===== config.mk =====
export PLATFORM = sky130hd
export DESIGN_NAME = pwm_multi
export DESIGN_NICKNAME = d
export VERILOG_FILES = /design/src/rtl/pwm_pkg.sv /design/src/rtl/pwm_channel.sv /design/src/rtl/pwm_multi.sv
export SDC_FILE = /design/constraint.sdc
export NUM_CORES = 1
export LEC_CHECK = 0
export BUFFER_PORTS_ARGS = -buffer_cell sky130_fd_sc_hd__buf_2
export CAP_MARGIN = 10
export CORE_UTILIZATION = 25
export CTS_BUF_LIST = sky130_fd_sc_hd__clkbuf_16
export CTS_CLUSTER_DIAMETER = 30
export DETAILED_ROUTE_END_ITERATION = 16
export HOLD_SLACK_MARGIN = 0.05
export PLACE_DENSITY = 0.46
export SYNTH_ARGS = -nofsm -noshare
export SYNTH_HDL_FRONTEND = slang
export SYNTH_SLANG_ARGS = --single-unit

===== constraint.sdc =====
create_clock -name clk -period 2.9 [get_ports clk]
set_input_delay 0 -clock clk [delete_from_list [all_inputs] [get_ports clk]]
set_output_delay 0 -clock clk [all_outputs]
set_load 0.01 [all_outputs]

===== src/rtl/pwm_pkg.sv =====
// Shared constants and helpers for the multi-channel PWM generator.
// Imported by pwm_multi and pwm_channel.
package pwm_pkg;

    localparam logic MODE_EDGE   = 1'b0;
    localparam logic MODE_CENTER = 1'b0 + 1'b1;

    localparam logic DIR_UP   = 1'b0;
    localparam logic DIR_DOWN = 1'b1;

    // Upper bounds for the duty extractor: CNT_W <= 32 and CH_COUNT*CNT_W <= 1024.
    localparam int DUTY_W_MAX   = 32;
    localparam int DUTY_BUS_MAX = 1024;

    function automatic logic [DUTY_W_MAX-1:0] duty_of(
        input logic [DUTY_BUS_MAX-1:0] bus,
        input int                      k,
        input int                      cnt_w
    );
        logic [DUTY_W_MAX-1:0] mask;
        mask = (DUTY_W_MAX'(1) << cnt_w) - DUTY_W_MAX'(1);
        return DUTY_W_MAX'(bus >> (k * cnt_w)) & mask;
    endfunction

endpackage


===== src/rtl/pwm_channel.sv =====
// One PWM compare channel: counter-vs-duty compare, polarity, registered output.
// Drives its idle (inactive) level while the time base is disabled.
module pwm_channel
    import pwm_pkg::*;
#(
    parameter int CNT_W = 8
) (
    input  logic             clk,
    input  logic             nrst_in,
    input  logic             enable_i,
    input  logic [CNT_W-1:0] cnt_i,
    input  logic [CNT_W-1:0] duty_i,
    input  logic             pol_i,
    output logic             pwm_o
);

    logic pwm_d;
    logic pwm_q;

    always_comb begin
        pwm_d = pol_i;
        if (enable_i) begin
            pwm_d = (cnt_i < duty_i) ^ pol_i;
        end
    end

    // NOTE: registers are written with <= so every flop samples pre-edge values.
    always_ff @(posedge clk or negedge nrst_in) begin
        if (!nrst_in) begin
            pwm_q <= 1'b0;
        end else begin
            pwm_q <= pwm_d;
        end
    end

    assign pwm_o = pwm_q;

endmodule


===== src/rtl/pwm_multi.sv =====
// Multi-channel PWM: shared prescaler + period counter (edge or center aligned),
// double-buffered period/duty/polarity/mode committed on period boundaries.
module pwm_multi
    import pwm_pkg::*;
#(
    parameter int CH_COUNT = 4,
    parameter int CNT_W    = 8,
    parameter int PRESC_W  = 8
) (
    input  logic                      clk,
    input  logic                      nrst_in,
    input  logic                      enable,
    input  logic                      update_req,
    input  logic [CNT_W-1:0]          period_in,
    input  logic [CH_COUNT*CNT_W-1:0] duty_in,
    input  logic [CH_COUNT-1:0]       pol_in,
    input  logic                      center_in,
    input  logic [PRESC_W-1:0]        prescale_in,
    output logic [CH_COUNT-1:0]       pwm_out,
    output logic                      period_end,
    output logic                      update_pending,
    output logic [CNT_W-1:0]          cnt_out
);

    typedef struct packed {
        logic [CNT_W-1:0]          period;
        logic [CH_COUNT*CNT_W-1:0] duty;
        logic [CH_COUNT-1:0]       pol;
        logic                      center;
    } cfg_t;

    localparam cfg_t CFG_RESET = '{period: '1, duty: '0, pol: '0, center: MODE_EDGE};

    logic [PRESC_W-1:0] presc_q, presc_d;
    logic [CNT_W-1:0]   cnt_q, cnt_d;
    logic               dir_q, dir_d;
    cfg_t               act_q, act_d;
    cfg_t               stg_q, stg_d;
    logic               pending_q, pending_d;
    logic               period_end_q, period_end_d;

    cfg_t cfg_in;
    logic tick;
    logic going_down;
    logic boundary;
    logic commit;

    assign cfg_in = '{period: period_in, duty: duty_in, pol: pol_in, center: center_in};

    // A lowered prescale_in below the running count wraps on the next clock.
    assign tick       = enable && (presc_q >= prescale_in);
    assign going_down = (dir_q == DIR_DOWN) || (cnt_q >= act_q.period);
    assign boundary   = (act_q.center == MODE_CENTER)
                      ? ((act_q.period == '0) || (going_down && (cnt_q == CNT_W'(1))))
                      : (cnt_q >= act_q.period);
    assign commit     = pending_q && (!enable || (tick && boundary));

    // NOTE: every always_comb output gets a default first so no latch is inferred.
    always_comb begin
        presc_d      = presc_q;
        cnt_d        = cnt_q;
        dir_d        = dir_q;
        period_end_d = tick && boundary;
        if (!enable) begin
            presc_d = '0;
            cnt_d   = '0;
            dir_d   = DIR_UP;
        end else if (tick) begin
            presc_d = '0;
            if (boundary) begin
                cnt_d = '0;
                dir_d = DIR_UP;
            end else if ((act_q.center == MODE_CENTER) && going_down) begin
                cnt_d = cnt_q - 1'b1;
                dir_d = DIR_DOWN;
            end else begin
                cnt_d = cnt_q + 1'b1;
                dir_d = DIR_UP;
            end
        end else begin
            presc_d = presc_q + 1'b1;
        end
    end

    // A request landing on a committing cycle re-arms the stage for the next boundary.
    assign act_d     = commit ? stg_q : act_q;
    assign stg_d     = update_req ? cfg_in : stg_q;
    assign pending_d = update_req || (pending_q && !commit);

    always_ff @(posedge clk or negedge nrst_in) begin
        if (!nrst_in) begin
            presc_q      <= '0;
            cnt_q        <= '0;
            dir_q        <= DIR_UP;
            act_q        <= CFG_RESET;
            stg_q        <= CFG_RESET;
            pending_q    <= 1'b0;
            period_end_q <= 1'b0;
        end else begin
            presc_q      <= presc_d;
            cnt_q        <= cnt_d;
            dir_q        <= dir_d;
            act_q        <= act_d;
            stg_q        <= stg_d;
            pending_q    <= pending_d;
            period_end_q <= period_end_d;
        end
    end

    for (genvar k = 0; k < CH_COUNT; k++) begin : g_ch
        pwm_channel #(
            .CNT_W(CNT_W)
        ) u_ch (
            .clk     (clk),
            .nrst_in (nrst_in),
            .enable_i(enable),
            .cnt_i   (cnt_q),
            .duty_i  (CNT_W'(duty_of(DUTY_BUS_MAX'(act_q.duty), k, CNT_W))),
            .pol_i   (act_q.pol[k]),
            .pwm_o   (pwm_out[k])
        );
    end

    assign period_end     = period_end_q;
    assign update_pending = pending_q;
    assign cnt_out        = cnt_q;

endmodule


Word level (Yosys, flattened, before mapping)
Cells that the tools add are included.
{ "op_classes": {"add_sub_neg": 3, "n_eq_ne": 2, "bitwise_logic": 4, "mux": 15, "magnitude_cmp": 6, "reduce_logical": 13} }
{ "ops": {"columns": ["op", "n"], "rows": [
  ["2-to-1 mux 8 bit", 6],
  ["< comparator 8 bit", 4],
  ["adder 8 x 1 -> 8 bit (second input constant)", 2],
  ["greater-or-equal comparator 8 bit", 2],
  ["2-to-1 mux 1 bit", 9],
  ["== test 8 x 1 -> 1 bit (second input constant)", 1],
  ["logical NOT 8 bit", 1],
  ["subtractor 8 x 1 -> 8 bit (second input constant)", 1],
  ["logical AND 1 bit", 6],
  ["logical OR 1 bit", 4],
  ["bitwise XOR 1 bit", 4],
  ["logical NOT 1 bit", 2],
  ["!= test 2 x 1 -> 1 bit (second input constant)", 1]
]} }
{ "word_totals": {"word_cells": 60, "register_bits": 113} }

Depth between registers and ports, before layout
Gate-level depths: netlist of run 1.
{ "depth": {"word_depth": 11, "depth_mapped": 12, "ltp_nobuf": 9} }

Modules after synthesis
From an unflattened synthesis of run 1, not the netlist that was laid out.
{ "unflattened": {"hier_cells": 460, "area_unflattened_um2": 5804.3} }
{ "by_module_without_submodules": {"columns": ["module", "cells_each", "area_each_um2", "instances"], "rows": [
  ["pwm_multi", 356, 4923.5, 1],
  ["pwm_channel", 26, 220.2, 4]
]} }

Worst setup path after synthesis of run 1
Ideal clock, no wire load.
{ "synth_timing": {"path_type": "flip-flop to flip-flop", "startpoint": "register cnt_q[0], in the netlist cnt_out[0]", "endpoint": "register act_q[0] (netlist bit)", "arrival_time_ps": 2620, "setup_slack_ps": 155, "path_buffers": 3, "required_time_ps": 2775, "stages_incl_launch_ff": 13, "period_less_slack_ps": 2745, "cell_sequence": "dfrtp_1 clkbuf_1 inv_1 ha_1 nand2b_1 a31oi_1 o311ai_2 a2bb2oi_4 nand2_1 a21bo_1 buf_6 buf_6 mux2_4"} }
{ "synth_between": {"elab_chain_len": 8} }
{ "synth_lines": {"columns": ["item", "line", "text"], "rows": [
  ["start: declaration", "pwm_multi.sv:35", "logic [CNT_W-1:0] cnt_q, cnt_d;"],
  ["start signal: assignment", "pwm_multi.sv:101", "cnt_q <= cnt_d;"],
  ["greater-or-equal comparator 8 bit", "pwm_multi.sv:52, pwm_multi.sv:55", null],
  ["logical OR 1 bit", "pwm_multi.sv:52", "assign going_down = (dir_q == DIR_DOWN) || (cnt_q >= act_q.period);"],
  ["logical AND 1 bit", "pwm_multi.sv:54", "? ((act_q.period == '0) || (going_down && (cnt_q == CNT_W'(1))))"],
  ["logical OR 1 bit", "pwm_multi.sv:54", null],
  ["2-to-1 mux 1 bit (*)", "pwm_multi.sv:54", null],
  ["logical AND 1 bit (*)", "pwm_multi.sv:56", "assign commit = pending_q && (!enable || (tick && boundary));"],
  ["logical OR 1 bit (*)", "pwm_multi.sv:56", null],
  ["logical AND 1 bit (*)", "pwm_multi.sv:56", null],
  ["end signal: assignment", "pwm_multi.sv:103", "act_q <= act_d;"],
  ["end: declaration", "pwm_multi.sv:37", "cfg_t act_q, act_d;"]
]} }
Every way passes the cells marked *; elsewhere a longest branch is shown, timed or not.
A chain may end at the register's enable or synchronous reset.

Worst setup path after layout of run 1
{ "layout_timing": {"startpoint": "register act_q[39] (netlist bit)", "endpoint": "register act_q[28] (netlist bit)"} }
{ "layout_between": {"elab_chain_len": 8} }
{ "layout_lines": {"columns": ["item", "line"], "rows": [
  ["greater-or-equal comparator 8 bit", "pwm_multi.sv:52, pwm_multi.sv:55"],
  ["logical OR 1 bit", "pwm_multi.sv:52"],
  ["logical AND 1 bit", "pwm_multi.sv:54"],
  ["logical OR 1 bit", "pwm_multi.sv:54"],
  ["2-to-1 mux 1 bit (*)", "pwm_multi.sv:54"],
  ["logical AND 1 bit (*)", "pwm_multi.sv:56"],
  ["logical OR 1 bit (*)", "pwm_multi.sv:56"],
  ["logical AND 1 bit (*)", "pwm_multi.sv:56"]
]} }
Marks and branches as above.

==> results of run 1 <==
==> synth_stat cells, drive strengths merged, types with 2 or more instances <==
library cell / number
mux2: 91
a21oi: 7
a21o: 8
nand3: 9
nand2b: 6
nor2b: 6
nor3: 4
dfrtp: 97
a211o: 6
a311oi: 4
xnor2: 6
nor2: 16
clkbuf: 10
o211ai: 2
buf: 9
nor4: 2
o311ai: 2
nor4b: 2
a31o: 2
ha: 48
dfstp: 16
or2: 4
and3: 6
nand2: 11
o21ai: 14
inv: 48
nand3b: 2
mux2i: 7
or3: 3
a31oi: 5
xor2: 5
==> how the worst min path moves through the flow <==
stage,startpoint,to,cells past startpoint
CTS,nrst_in,cnt_out[6],2
finish,nrst_in,cnt_out[6],2
floorplan,nrst_in,act_q[0],0
global placement,nrst_in,cnt_out[1],1
global route,nrst_in,cnt_out[2],2
detailed placement,nrst_in,cnt_out[6],1
==> stage by stage <==
stage / setup WS, ps / area, µm² / hold slack, ps
after floorplan: 155.1 / 5928 / -295.6
after global routing: 23.34 / 7787 / 212.6
after detailed placement: 43.68 / 6676 / 70.99
final: 131.6 / 7787 / 153.8
after CTS: 30.01 / 7716 / 179.5
after global placement: 96.39 / 6676 / 60.88
==> repair_timing <==
item,4_1_cts,5_1_grt
endpoints found under the setup margin,0,49
hold endpoints to repair,94,0
resized for setup,0,3
buffers inserted,0,3
hold buffers,47,0
==> logic make-up after synthesis <==
family	count (synthesis)
muxes	98
buffers and inverters	67
DFF	113
xor gates and xnor gates	11
AOI/OAI and AO/OA	56
adders and majority gates	48
and+or+nand+nor	75
==> registers in the layout (all words and copies together) (netlist names) <==
name             cells
act_q               45
cnt_out              8
dir_q                1
g_ch.u_ch.pwm_o      4
period_end           1
presc_q              8
stg_q               45
update_pending       1
==> final cells by class <==
class	instances	area (µm²)	share of cell area, %
clock buffer	17	425.4	5.463
clock inverter	15	143.9	1.848
inverter	48	180.2	2.314
multi-input combinational	288	2800	35.96
sequential	113	2848	36.57
tap	313	391.6	5.029
timing repair buffer	133	998.5	12.82
==> critical path: stages, from the launching register on <==
cell	delay, ps
dfstp_2	560
inv_1	50
ha_1	290
a211o_1	310
a31oi_2	220
o311ai_4	150
a2bb2oi_4	200
nand2_1	100
a21bo_2	230
buf_12	190
mux2_2	350
==> layer usage <==
| layer | vias up | track usage [%] | part of all wire, % |
|---|---|---|---|
| li1 | 1924 | - | - |
| met1 | 1943 | 15.21 | 47 |
| met2 | 92 | 18.56 | 46 |
| met3 | 20 | 3.139 | 4.6 |
| met4 | 0 | 5.135 | 2.0 |
| met5 | - | 0 | 0 |
==> power by group <==
group	internal [mW]	leakage, nW	total, mW	switching, mW
clock network	1.25	0.261	2.00	0.751
logic	0.463	2.28	0.772	0.309
registers	1.82	1.34	1.96	0.146
total	3.53	3.88	4.74	1.21
==> qor.csv, run 1 <==
stage,metric,value,unit
logic_synthesis,synthFlopType,dfrtp_1,
power_and_ir_drop,p_leak,3.880,nW
layout,diodes,0,
global_routing,grt_overflow,0,
global_routing,grt_max_degree,69,
power_and_ir_drop,powerDensity,608.1,nW/µm²
cts,htreeDepth,4,
routing,drtPass1Iterations,4,
status,outcome,"complete, no violations",
critical_path,arrival,3060,ps
layout,area_growth,31.36,%
logic_synthesis,synthCells,468,
critical_path,r2r-end,act_q[28],
die,die_height,156.0,µm
critical_path,setup.worst_path.start,act_q[39],
critical_path,path_class,flip-flop to flip-flop,
critical_path,critPathCaptureType,flip-flop,
logic_synthesis,synth_xor_area_share,1.625,%
routing,num_vias,3979,
die,start_util,25.87,%
routing,ant_nets,0,
routing,routedWlPerCell,14.29,µm
cts,cts-root-buf,clkbuf_16,
sta,drv_slew,0,
layout,drive_gt1_share,38.27,%
sta,min_period,2768,ps
critical_path,cp.required,3190,ps
global_routing,grt_pass1_wl,21850,µm
layout,final_core_util,33.98,%
layout,final_common_cell,dfrtp_1,
critical_path,rr_startpoint,act_q[39],
critical_path,reg2reg_depth,10,
power_and_ir_drop,total_power,4.736,mW
logic_synthesis,syn-cell-area,5928,µm²
flow_run,cap_violations,0,
sta,rsz0062_at_grt,false,
logic_synthesis,synth.top_cell.area_share,40.95,%
global_routing,antenna_found_initial,0,
routing,initialDrtViolationCount,207,
logic_synthesis,synth-seq-area-share,48.04,%
logic_synthesis,synth_top_family_by_area,multiplexers,
cts,cts_tree,done,
layout,layout.cells.non_filler,927,
sta,setup_viol,0,
sta,finClkSkew,8.062,ps
cts,cts.clk_slew.worst_paths,60,ps
logic_synthesis,muxShareOfSynthArea,21.00,%
sta,hold_viol_final,0,
critical_path,rrSetupSlack,130,ps
place,place_hpwl,9362,µm
logic_synthesis,synth_seq_cells,113,
logic_synthesis,synth_top_area_cell,dfrtp_1,
routing,viasPerCell,4.292,
die,core-area,22920,µm²
logic_synthesis,ys_types,49,
logic_synthesis,ys.warnings.count,0,
die,rows,55,
logic_synthesis,synthSimpleGateAreaFrac,7.028,%
logic_synthesis,synth_fa_ha_area_share,10.13,%
die,die_w,156.0,µm
die,dieArea,24330,µm²
place,place_inst,844,
routing,drt_wl_total,13250,µm
cts,insertion_delay,410,ps
worst_hold_path,worstHoldPathType,primary input to asynchronous set/reset pin,
logic_synthesis,synth-compound-area-share,7.049,%
sta,timing.fmax,361.2,MHz
place,gp_congestion,0.7885,
layout,fillers,2261,
sta,fin_setup_tns,0,ps
global_routing,grt_pass1_vias,4234,
logic_synthesis,syn_nets,573,
sta,maxSlewHeadroom,26.07,%
place,port_buffers,70,
layout,final_nets,706,
sta,fin_crit_sh,95.46,%
critical_path,start_kind,flip-flop,
routing,route.detailed.drc,0,
sta,tightest_slew,1109,ps
logic_synthesis,ys_top_cells_by_area,"dfrtp_1, ha_1, mux2_4",
critical_path,crit_end,act_q[28],
logic_synthesis,avgSynthCellArea,12.67,µm²
cts,cts_buffer_depth,2,
critical_path,cp_max_fo,14,
logic_synthesis,synth_edf_count,0,
cts,cts_buffers,17,
power_and_ir_drop,irDropWorstVdd,0.4183,mV
cts,numClockSinks,113,
layout,layout.cells.most_common_list,"dfrtp_1, buf_2, mux2_2",
die,num_io_pins,71,
logic_synthesis,async_flop_share,100.0,%
global_routing,grt_usage,11.81,%
(Power assumes the default switching activity.)
==> run 2, diff against run 1 <==
- PLACE_DENSITY: 0.46 -> 0.5
==> qor.csv, run 2 (synthesis gave the netlist of run 1 again) <==
stage,metric,value,unit,change
global_routing,grt_overflow,0,,unchanged
layout,post-route-cell-area,7735,µm²,-0.67%
critical_path,cp.required,3200,ps,about the same
critical_path,path_class,flip-flop to flip-flop,,
status,outcome,"complete, no violations",,
routing,drtPass1Iterations,4,,unchanged
layout,largest_registers,"act_q x45, stg_q x45",,
global_routing,grt_pass1_wl,21700,µm,-0.70%
sta,setup_viol,0,,unchanged
sta,fin_crit_sh,94.93,%,-0.53 points
critical_path,critical_path_buf_inv_count,2,,unchanged
critical_path,critPathCaptureType,flip-flop,,
die,start_util,25.87,%,unchanged
place,placed_area,6686,µm²,+0.15%
power_and_ir_drop,p_leak,3.871,nW,-0.22%
sta,hold_viol_final,0,,unchanged
routing,viasPerCell,4.220,,-1.7%
sta,timing.fmax,363.2,MHz,+0.56%
layout,diodes,0,,unchanged
sta,fin_setup_tns,0,ps,unchanged
place,place_hpwl,9066,µm,-3.2%
place,place_inst,847,,+0.36%
cts,cts_buffer_depth,2,,unchanged
critical_path,cpPeakStageDelay,540,ps,-20 ps
routing,routedWlPerCell,13.95,µm,-2.4%
worst_hold_path,worstHoldPathType,primary input to asynchronous set/reset pin,,
place,gp_congestion,0.8115,,+2.9%
critical_path,cpMaxStageDelayCell,dfstp_2,,
routing,route.detailed.drc,0,,unchanged
die,rows,55,,unchanged
critical_path,arrival,3050,ps,about the same
power_and_ir_drop,irDropWorstVdd,0.4068,mV,-2.8%
cts,cts_buffers,17,,unchanged
cts,cts_tree,done,,
die,die_w,156.0,µm,unchanged
routing,drt_wl_total,12920,µm,-2.5%
cts,htreeDepth,4,,unchanged
cts,insertion_delay,410,ps,about the same
power_and_ir_drop,powerDensity,614.7,nW/µm²,+1.1%
critical_path,crit_chain,inv_1 > ha_1 > a211o_1 > a31oi_1 > o311ai_2 > a2bb2oi_4 > nand2_1 > a21bo_2 > buf_4 > mux2_4,,
routing,initialDrtViolationCount,129,,-38%
layout,drive_gt1_share,38.01,%,-0.26 points
cts,cts-root-buf,clkbuf_16,,
critical_path,start_kind,flip-flop,,
global_routing,grt_max_degree,114,,+65%
cts,cts_resized,0,,unchanged
sta,maxSlewHeadroom,27.17,%,+1.1 points
place,port_buffers,70,,unchanged
layout,final_common_cell,dfrtp_1,,
routing,num_vias,3908,,-1.8%
die,die_height,156.0,µm,unchanged
critical_path,path_delay_family,compound AO/OA/AOI/OAI gates,,
routing,ant_nets,0,,unchanged
layout,final_nets,705,,-0.14%
critical_path,cp_max_fo,14,,unchanged
sta,tightest_slew,1092,ps,-16.47 ps
cts,cts.clk_slew.worst_paths,50,ps,about the same
global_routing,grt_pass1_vias,4259,,+0.59%
sta,drv_slew,0,,unchanged
die,num_io_pins,71,,unchanged
global_routing,grt_usage,11.60,%,-0.21 points
cts,numClockSinks,113,,unchanged
sta,finClkSkew,6.793,ps,-1.270 ps
flow_run,cap_violations,0,,unchanged
sta,rsz0062_at_grt,false,,
die,core-area,22920,µm²,unchanged
global_routing,antenna_found_initial,0,,unchanged
die,dieArea,24330,µm²,unchanged
layout,layout.cells.non_filler,926,,-0.11%
layout,layout.cells.most_common_list,"dfrtp_1, buf_2, inv_1, mux2_2, ha_1",,
sta,min_period,2753,ps,-15.49 ps
layout,area_growth,30.48,%,
## run 2: worst min-delay path, stage by stage
cell and delay (ps):
dlygate4sd3_1 520, buf_4 110, buf_12 420
## run 2: path summary, 6_finish.rpt
check                                      to  slack [ps]            from  depth (start not counted)
min in group clk                   presc_q[1]         310  prescale_in[2]                          6
hold / removal                      stg_q[17]         180         nrst_in                          3
max in group asynchronous            stg_q[9]        2220         nrst_in                          3
setup reg to reg                     act_q[7]         150       act_q[39]                         10
setup / recovery                     act_q[7]         150       act_q[39]                         10
hold reg to reg            g_ch[1].u_ch.pwm_o         490        act_q[2]                          1
## run 2: area by class of cell
class                      instances  area, µm²
inverter                          48      180.2
timing repair buffer             132      960.9
fill                            2269      15180
clock buffer                      17      425.4
sequential                       113       2848
clock inverter                    15      152.6
multi-input combinational        288       2776
tap                              313      391.6
## run 2: what timing repair did
action | in CTS | in global routing
hold endpoints to repair | 146 | 0
setup buffers | 0 | 0
hold buffers | 47 | 0
## run 2: through the flow
stage	power, mW	setup WS, ps	hold slack (ps)	util (%)
2_1_floorplan	2.484	155.1	-295.6	-
3_3_place_gp	2.671	204.9	124.3	29.18
3_5_place_dp	2.706	154.6	133.8	29.18
4_1_cts	4.835	129.4	230.9	33.75
5_1_grt	5.008	15.70	252.1	33.75
6_report	4.754	147.1	179.9	33.75
## run 2: where the power goes
| part | switching [mW] | internal [mW] | leakage [nW] |
|---|---|---|---|
| Combinational | 0.303 | 0.454 | 2.24 |
| Clock | 0.716 | 1.32 | 0.289 |
| Sequential | 0.139 | 1.82 | 1.34 |
| Total | 1.16 | 3.60 | 3.87 |
## run 2: routing by layer
metal	vias to the layer above	share of wire [%]	track usage (%)
met5	-	0	0
met4	0	1.5	4.248
met3	14	4.6	3.222
met2	88	47	19.18
met1	1899	46	14.36
li1	1907	-	-
==> run 3, diff against run 2 <==
- RECOVER_POWER: unset -> 100
==> qor.csv, run 3 (synthesis gave the netlist of run 1 again) <==
stage,metric,value,unit,change
sta,fin_setup_tns,0,ps,unchanged
critical_path,start_kind,flip-flop,,
routing,routedWlPerCell,13.95,µm,about the same
flow_run,cap_violations,2,,+2
layout,final_nets,705,,unchanged
sta,drv_slew,161,,+161
global_routing,grt_max_degree,114,,unchanged
place,gp_congestion,0.8115,,unchanged
cts,cts_buffer_depth,2,,unchanged
layout,area_growth,28.37,%,
critical_path,rrSetupSlack,140,ps,about the same
die,rows,55,,unchanged
die,die_height,156.0,µm,unchanged
global_routing,grt_pass1_vias,4259,,unchanged
global_routing,grt_pass1_wl,21700,µm,unchanged
power_and_ir_drop,powerDensity,616.9,nW/µm²,+0.36%
sta,fin_crit_sh,95.34,%,+0.41 points
die,core-area,22920,µm²,unchanged
routing,ant_nets,0,,unchanged
sta,min_period,2765,ps,+11.83 ps
sta,timing.fmax,361.7,MHz,-0.43%
cts,postCtsHoldBufs,47,,unchanged
routing,wl_met1,6023,µm,+0.45%
die,dieArea,24330,µm²,unchanged
sta,setup_viol,0,,unchanged
cts,htreeDepth,4,,unchanged
cts,insertion_delay,410,ps,about the same
status,violations,"max-capacitance violations, max-slew violations",,
cts,cts.clk_slew.worst_paths,50,ps,about the same
layout,layout.cells.most_common_list,"dfrtp_1, buf_2, inv_1, mux2_2, ha_1",,
sta,finClkSkew,5.811,ps,-0.9815 ps
cts,cts_resized,0,,unchanged
cts,cts_tree,done,,
cts,cts_setup_buffers,0,,unchanged
routing,drtPass1Iterations,5,,+1
layout,diodes,0,,unchanged
routing,initialDrtViolationCount,134,,+3.9%
die,num_io_pins,71,,unchanged
critical_path,cpPeakStageDelay,540,ps,about the same
die,start_util,25.87,%,unchanged
cts,cts-root-buf,clkbuf_16,,
status,outcome,"complete, but fails checks",,
critical_path,cpMaxStageDelayCell,dfstp_2,,
sta,tightest_slew,2611,ps,+1518 ps
routing,met3_length,558,µm,-5.9%
power_and_ir_drop,irDropWorstVdd,0.4043,mV,-0.61%
worst_hold_path,holdPathEnd,presc_q[1],,
place,port_buffers,70,,unchanged
routing,highest_layer,met4,,
place,place_hpwl,9066,µm,unchanged
critical_path,r2r-end,act_q[8],,
critical_path,reg2reg_depth,10,,unchanged
critical_path,cp.required,3190,ps,about the same
sta,hold_viol_final,0,,unchanged
routing,viasPerCell,4.225,,+0.10%
critical_path,critPathCaptureType,flip-flop,,
die,die_w,156.0,µm,unchanged
critical_path,cp_max_fo,14,,unchanged
routing,drt_wl_total,12920,µm,about the same
routing,num_vias,3912,,+0.10%
critical_path,arrival,3060,ps,about the same
critical_path,path_class,flip-flop to flip-flop,,
critical_path,crit_chain,inv_1 > ha_1 > a211o_1 > a31oi_1 > o311ai_2 > a2bb2oi_4 > nand2_1 > a21bo_2 > buf_4 > mux2_4,,
global_routing,antenna_found_initial,0,,unchanged
global_routing,grt_overflow,0,,unchanged
layout,largest_registers,"act_q x45, stg_q x45",,
critical_path,critical_path_buf_inv_count,2,,unchanged
cts,numClockSinks,113,,unchanged
layout,drive_gt1_share,32.46,%,-5.5 points
cts,cts_buffers,17,,unchanged
worst_hold_path,worstHoldPathType,primary input to flip-flop,,
layout,final_common_cell,dfrtp_1,,
worst_hold_path,min-delay-start,prescale_in[2],,
critical_path,path_delay_family,compound AO/OA/AOI/OAI gates,,
routing,wl_met2,6137,µm,about the same
worst_hold_path,holdPathStages,6,,
critical_path,rr_startpoint,act_q[39],,
power_and_ir_drop,total_power,4.694,mW,-1.3%
routing,route.detailed.drc,0,,unchanged
sta,maxSlewHeadroom,-74.05,%,-100 points
power_and_ir_drop,p_leak,3.725,nW,-3.8%
global_routing,grt_usage,11.60,%,unchanged
sta,rsz0062_at_grt,false,,
==> run 3: changes by cell type in the layout (fill, tap and decap cells not counted), sizes merged <==
cell,before,now
buf,85,67
clkbuf,17,35
==> run 3: area by class of cell <==
cell class / count / area (µm²)
Clock buffer: 17 / 425.4
Clock inverter: 15 / 152.6
Fill cell: 2299 / 15310
Inverter: 48 / 180.2
Multi-Input combinational cell: 288 / 2701
Sequential cell: 113 / 2848
Tap cell: 313 / 391.6
Timing Repair Buffer: 132 / 910.9
==> run 3: routing by layer <==
metal	global-route usage, %	vias up
li1	-	1905
met1	14.36	1907
met2	19.18	86
met3	3.222	14
met4	4.248	0
met5	0	-
==> run 3: worst register-to-register path, stage by stage, from the launching register on <==
cell and delay, ps:
dfstp_2 540, inv_1 50, ha_1 280, a211o_1 290
a31oi_1 180, o311ai_2 170, a2bb2oi_4 210, nand2_1 110
a21bo_2 190, buf_4 290, mux2_4 340
==> run 3: power by group <==
part	leakage, nW	internal, mW	switching (mW)	total [mW]
registers	1.34	1.82	0.136	1.95
logic	2.09	0.402	0.300	0.702
clock network	0.289	1.32	0.715	2.04
total	3.73	3.54	1.15	4.69
==> run 3: worst max path at each step <==
stage	depth (start not counted)	from	to	slack, ps
3_3_place_gp	10	act_q[39]	act_q[12]	200
5_1_grt	9	cnt_out[2]	act_q[12]	9
4_1_cts	10	act_q[39]	act_q[8]	130
6_report	10	act_q[39]	act_q[8]	140
2_1_floorplan	12	cnt_out[0]	act_q[0]	160
3_5_place_dp	10	act_q[39]	act_q[13]	150
==> run 3: stage by stage <==
| step | cell area, µm² | utilization (%) | hold slack, ps | cells | worst slack (ps) |
|---|---|---|---|---|---|
| global route | 7610 | 33.21 | 342.8 | 926 | 8.827 |
| CTS | 7735 | 33.75 | 230.9 | 926 | 129.4 |
| global placement | 6686 | 29.18 | 124.3 | 847 | 204.9 |
| floorplan | 5928 | - | -295.6 | 468 | 155.1 |
| detailed placement | 6686 | 29.18 | 133.8 | 847 | 154.6 |
| finish | 7610 | 33.21 | 314.6 | 926 | 135.2 |
